`config.mk`:
```
export PLATFORM = sky130hd
export DESIGN_NAME = hazard_predict_unit
export DESIGN_NICKNAME = d
export VERILOG_FILES = /design/src/rtl/hazard_predict_unit.sv
export SDC_FILE = /design/constraint.sdc
export NUM_CORES = 1
export LEC_CHECK = 0
export BUFFER_PORTS_ARGS = -buffer_cell sky130_fd_sc_hd__buf_2
export CAP_MARGIN = 20
export CORE_MARGIN = 2
export CORE_UTILIZATION = 52
export CTS_CLUSTER_DIAMETER = 60
export CTS_CLUSTER_SIZE = 16
export DETAILED_ROUTE_END_ITERATION = 8
export GPL_TIMING_DRIVEN = 0
export HOLD_SLACK_MARGIN = 0.08
export PLACE_DENSITY = 0.86
export SLEW_MARGIN = 30
export SYNTH_ARGS = -nofsm -noshare
export SYNTH_HDL_FRONTEND = slang
export SYNTH_SLANG_ARGS = --single-unit
```
`constraint.sdc`:
```
create_clock -name clk -period 5.1 [get_ports clk]
set_input_delay 0.51 -clock clk [delete_from_list [all_inputs] [get_ports clk]]
set_output_delay 0.51 -clock clk [all_outputs]
set_load 0.03 [all_outputs]
```
`src/rtl/hazard_predict_unit.sv`:
```
`default_nettype none
// ============================================================================
// Module      : hazard_predict_unit
// Description : Pipeline hazard unit: operand forwarding, load-use and
//               multi-cycle stalls, redirect flushes, 2-bit BHT predictor
//               and a mispredict counter.
// Revision    : 1.0 - initial release
// ============================================================================
module hazard_predict_unit #(
    parameter int REG_W     = 5,
    parameter int XLEN      = 32,
    parameter int BHT_IDX_W = 4,
    parameter int MUL_LAT   = 3,
    parameter int CNT_W     = 16
) (
    input  logic             clk,
    input  logic             reset_n,
    input  logic [REG_W-1:0] Rs1D,
    input  logic [REG_W-1:0] Rs2D,
    input  logic [REG_W-1:0] Rs1E,
    input  logic [REG_W-1:0] Rs2E,
    input  logic [REG_W-1:0] RdE,
    input  logic [REG_W-1:0] RdM,
    input  logic [REG_W-1:0] RdW,
    input  logic             RegWriteM,
    input  logic             RegWriteW,
    input  logic             ResultSrcE0,
    input  logic             MulE,
    input  logic [XLEN-1:0]  PCF,
    input  logic [XLEN-1:0]  PCE,
    input  logic             BranchE,
    input  logic             TakenE,
    input  logic             PredictedE,
    input  logic             JumpE,
    output logic             PredictTakenF,
    output logic [1:0]       ForwardAE,
    output logic [1:0]       ForwardBE,
    output logic             StallF,
    output logic             StallD,
    output logic             StallE,
    output logic             FlushD,
    output logic             FlushE,
    output logic             FlushM,
    output logic             MispredictE,
    output logic [CNT_W-1:0] MispredCount
);

    localparam int               C_BHT_DEPTH = 2 ** BHT_IDX_W;
    localparam logic [2:0]       C_MCNT_LAST = 3'(MUL_LAT - 1);
    localparam logic [CNT_W-1:0] C_CNT_ONE   = CNT_W'(1);

    logic [1:0]           r_bht [C_BHT_DEPTH];
    logic [2:0]           r_mcnt;
    logic [CNT_W-1:0]     r_mispredCount;
    logic                 w_lwStall;
    logic                 w_mulStall;
    logic                 w_redirect;
    logic [BHT_IDX_W-1:0] w_idxF;
    logic [BHT_IDX_W-1:0] w_idxE;
    logic                 w_unusedPcBits;

    assign w_idxF         = PCF[BHT_IDX_W+1:2];
    assign w_idxE         = PCE[BHT_IDX_W+1:2];
    assign w_unusedPcBits = ^{PCF[XLEN-1:BHT_IDX_W+2], PCF[1:0],
                              PCE[XLEN-1:BHT_IDX_W+2], PCE[1:0]};

    // M-stage result has priority over W-stage result; x0 never forwards.
    always_comb begin
        ForwardAE = 2'b00;
        ForwardBE = 2'b00;
        if (RegWriteM && (Rs1E == RdM) && (Rs1E != '0))
            ForwardAE = 2'b10;
        else if (RegWriteW && (Rs1E == RdW) && (Rs1E != '0))
            ForwardAE = 2'b01;
        if (RegWriteM && (Rs2E == RdM) && (Rs2E != '0))
            ForwardBE = 2'b10;
        else if (RegWriteW && (Rs2E == RdW) && (Rs2E != '0))
            ForwardBE = 2'b01;
    end

    assign w_lwStall  = ResultSrcE0 && (RdE != '0) && ((Rs1D == RdE) || (Rs2D == RdE));
    assign MispredictE = BranchE && (TakenE != PredictedE);
    assign w_redirect = MispredictE || JumpE;
    assign w_mulStall = MulE && (r_mcnt != C_MCNT_LAST);

    assign StallE = w_mulStall;
    assign FlushM = w_mulStall;
    assign StallF = (w_lwStall && !w_redirect) || w_mulStall;
    assign StallD = (w_lwStall && !w_redirect) || w_mulStall;
    assign FlushD = w_redirect && !w_mulStall;
    assign FlushE = (w_lwStall || w_redirect) && !w_mulStall;

    assign PredictTakenF = reset_n && r_bht[w_idxF][1];
    assign MispredCount  = r_mispredCount;

    always_ff @(posedge clk or negedge reset_n) begin
        if (!reset_n)
            r_mcnt <= 3'd0;
        else if (w_mulStall)
            r_mcnt <= r_mcnt + 3'd1;
        else
            r_mcnt <= 3'd0;
    end

    // Branch resolution is held off while E is frozen so a stalled branch trains once.
    always_ff @(posedge clk or negedge reset_n) begin
        if (!reset_n) begin
            for (int i = 0; i < C_BHT_DEPTH; i++)
                r_bht[i] <= 2'b01;
        end else if (BranchE && !w_mulStall) begin
            if (TakenE) begin
                if (r_bht[w_idxE] != 2'b11)
                    r_bht[w_idxE] <= r_bht[w_idxE] + 2'd1;
            end else begin
                if (r_bht[w_idxE] != 2'b00)
                    r_bht[w_idxE] <= r_bht[w_idxE] - 2'd1;
            end
        end
    end

    always_ff @(posedge clk or negedge reset_n) begin
        if (!reset_n)
            r_mispredCount <= '0;
        else if (MispredictE && !w_mulStall)
            r_mispredCount <= r_mispredCount + C_CNT_ONE;
    end

endmodule
`default_nettype wire
```
==> results.py <==
metrics = {
    "run_status": {
        "outcome": "completed",
    },
    "power": {
        "leakage_nw": 1.760,
        "cellInternalPower_mw": 1.002,
        "ir_drop_uv": 274.3,
        "power.switching_mw": 0.4899,
        "power.density_nw_per_um2": 388.8,
        "p_clk_frac": 0.220,
        "swShare": 0.3283,
        "p_comb_frac": 0.350,
        "seq_power_share": 0.430,
    },
    "detailed_routing": {
        "wire_per_inst_um": 15.96,
        "via_per_inst": 5.763,
        "drt_iter0_drc": 148,
        "route.vias.total": 2507,
        "antenna_left": 0,
        "drt_wl_total_um": 6943,
        "drc": 0,
        "dr.pass1.iters": 4,
    },
    "sta": {
        "period_share": 0.6796,
        "rsz0062_at_grt": "no",
        "worst_slew_pin_slew_ns": 0.6188,
        "relSlewSlack": 0.5875,
        "setup_viol": 0,
        "hold_violations": 0,
        "clock_skew_ns": 0.008784,
        "finalSetupTns_ns": 0,
        "slew_violations": 0,
        "fmax_ghz": 0.2885,
        "period_needed_ns": 3.466,
    },
    "yosys": {
        "ys_async_sr_fraction": 1.000,
        "ys_seq_elements": 51,
        "yosysSeqAreaShare": 0.4037,
        "synth_xor_area_frac": 0.1333,
        "synth_top_family_by_area": "multiplexers",
        "synth_area_leader_cell": "dfrtp_1",
        "synth-simple-area-share": 0.1469,
        "ys_top_cells_by_area": "dfrtp_1 (27%), dfstp_2 (13%), mux2_2 (12%)",
        "synth-compound-area-share": 0.04404,
        "syn-num-nets": 387,
        "yosysWarnings": 0,
        "netlist_instances": 273,
        "synthDistinctLibCells": 38,
        "synth_enable_flop_cells": 0,
        "synthMuxAreaShare": 0.2295,
        "synth_top_flop_cell": "dfrtp_1",
        "synth-adder-area-share": 0.01949,
        "syn_area_um2": 3211,
        "avgSynthCellArea_um2": 11.76,
        "synth_top_area_frac": 0.2728,
    },
    "clock_tree": {
        "cts-buffers-inserted": 5,
        "cts_tree": "yes",
        "postCtsHoldBufs": 0,
        "cts.sinks": 51,
        "cts.clk_slew.worst_paths_ns": 0.08,
        "cts_root_buf": "clkbuf_8",
        "cts_setup_buffers": 0,
        "htreeDepth": 2,
        "clk_path_buf_depth": 2,
        "insertion_delay_ns": 0.31,
        "cts_resized": 0,
    },
    "die": {
        "die_w_um": 82.58,
        "rows": 28,
        "fp.dieArea_um2": 6819,
        "core-area_um2": 5956,
        "die_height_um": 82.58,
        "io_pins": 137,
        "start_util": 0.5391,
    },
    "critical_path": {
        "crit_path_end_kind": "flip-flop",
        "worstSetupPathType": "in2reg",
        "worstPathRequired_ns": 5.29,
        "cp_data_arrival_time_ns": 3.66,
        "startpoint_type": "primary input",
        "cp_max_fo": 10,
        "reg2reg_slack_ns": 1.87,
    },
    "global_routing": {
        "antenna_found_initial": 0,
        "grt.total_usage": 0.2259,
        "grt_pass1_vias": 2585,
        "grt-ovfl-total": 0,
        "grt_max_degree": 53,
        "grt_pass1_wl_um": 11860,
    },
    "worst_hold_path": {
        "hp-class": "in2async",
    },
    "cells_and_area": {
        "area_growth_pct": 19.56,
        "nNetsFinal": 473,
        "fillers": 470,
        "drive_gt1_frac": 0.4417,
        "n_antenna_cell": 0,
        "final_util": 0.6445,
    },
    "run": {
        "max-cap-violations": 0,
    },
    "placed_design": {
        "gp_congestion": 0.8498,
        "port-buffer-count": 79,
        "dp_hpwl_um": 5508,
    },
}
[kinds of logic (layout without fill, tap and decap cells)]
group,after synthesis,count (layout)
AOI/OAI and AO/OA,18,18
xor gates and xnor gates,48,48
adders and majority gates,5,5
buffers and inverters,14,101
DFF,51,51
muxes,54,54
and+or+nand+nor,83,83
[cells in the mapped netlist, types with 2 or more instances]
| master | n |
|---|---|
| mux2_1 | 2 |
| o211ai_1 | 2 |
| nor4_1 | 7 |
| and2_1 | 5 |
| mux2i_1 | 5 |
| and4_1 | 7 |
| o21ai_0 | 5 |
| or4_1 | 3 |
| xnor2_1 | 26 |
| and3_1 | 2 |
| nor2b_1 | 4 |
| o21a_1 | 5 |
| buf_2 | 2 |
| nand2_1 | 14 |
| dfstp_2 | 16 |
| nor2_1 | 13 |
| mux4_2 | 12 |
| ha_1 | 5 |
| xor2_1 | 21 |
| buf_4 | 3 |
| mux2_2 | 35 |
| nand4_1 | 18 |
| clkbuf_1 | 2 |
| inv_1 | 5 |
| nand3_1 | 4 |
| dfrtp_1 | 35 |
| nor3_1 | 4 |
[per-layer routing]
| metal | GRT usage | routed length, um |
|---|---|---|
| met5 | 0 | 0 |
| met4 | 0.05738 | 38 |
| met3 | 0.04022 | 361 |
| met2 | 0.3984 | 3557 |
| met1 | 0.2872 | 2986 |
[power by group through the flow]
stage | logic (mW) | clock network [mW] | registers (mW)
global placement | 0.496 | 0 | 0.636
floorplan | 0.352 | 0 | 0.656
finish | 0.523 | 0.328 | 0.641
detailed placement | 0.523 | 0 | 0.648
global route | 0.576 | 0.349 | 0.658
CTS | 0.525 | 0.334 | 0.640
[layout make-up]
cell class | count | area, um^2 | area share
clock buffers | 5 | 68.82 | 0.01793
inverters | 5 | 18.77 | 0.004889
flip-flops and latches | 51 | 1296 | 0.3377
repair buffers | 79 | 397.9 | 0.1037
well taps | 75 | 93.84 | 0.02445
clock inverters | 3 | 67.56 | 0.01760
plain buffers | 9 | 55.05 | 0.01434
multi-input cells | 208 | 1841 | 0.4795
[through the flow]
step | total power, mW | instance area (um^2) | hold slack, ns | worst slack [ns] | cells
floorplan | 1.008 | 3211 | 0.2144 | 1.983 | 273
global placement | 1.132 | 3700 | 0.4483 | 1.521 | 427
detailed placement | 1.171 | 3702 | 0.4579 | 1.408 | 427
CTS | 1.499 | 3839 | 0.2384 | 1.677 | 435
global route | 1.584 | 3839 | 0.2678 | 1.526 | 435
finish | 1.492 | 3839 | 0.2093 | 1.634 | 435
[path summary, 6_finish.rpt]
kind,depth (start not counted),end,from
setup / recovery,9,r_bht[15],PCE[3]
hold / removal,1,r_bht[15],reset_n
setup reg to reg,7,r_bht[15],r_bht[1]
hold reg to reg,1,r_mcnt[0],r_mcnt[0]
max in group asynchronous,1,MispredCount[4],reset_n
min in group clk,1,r_mcnt[0],r_mcnt[0]
[placed cells by master, fill, tap and decap left out, types with 2 or more instances in the layout]
cell       instances
nand4_1           18
and4_1             7
buf_4              4
clkbuf_8           5
xnor2_1           26
and2_1             5
inv_1              5
dfstp_2           16
buf_2             80
bufinv_16          2
mux2i_1            5
clkbuf_1           2
nand3_1            4
o21a_1             5
and3_1             2
nor3_1             4
nor4_1             7
mux2_1             2
xor2_1            21
nor2b_1            4
ha_1               5
o21ai_0            5
o211ai_1           2
or4_1              3
mux2_2            35
nand2_1           14
nor2_1            13
mux4_2            12
dfrtp_1           35
[worst max-delay path, cell delays in order]
cell and delay, ns:
buf_2 0.12, clkbuf_1 0.40, mux4_2 0.40, mux4_2 0.52
ha_1 0.23, mux2i_1 0.44, o211ai_1 0.24, nor4b_2 0.40
mux2_2 0.39
Note: power is estimated with default switching activity, not from simulation.
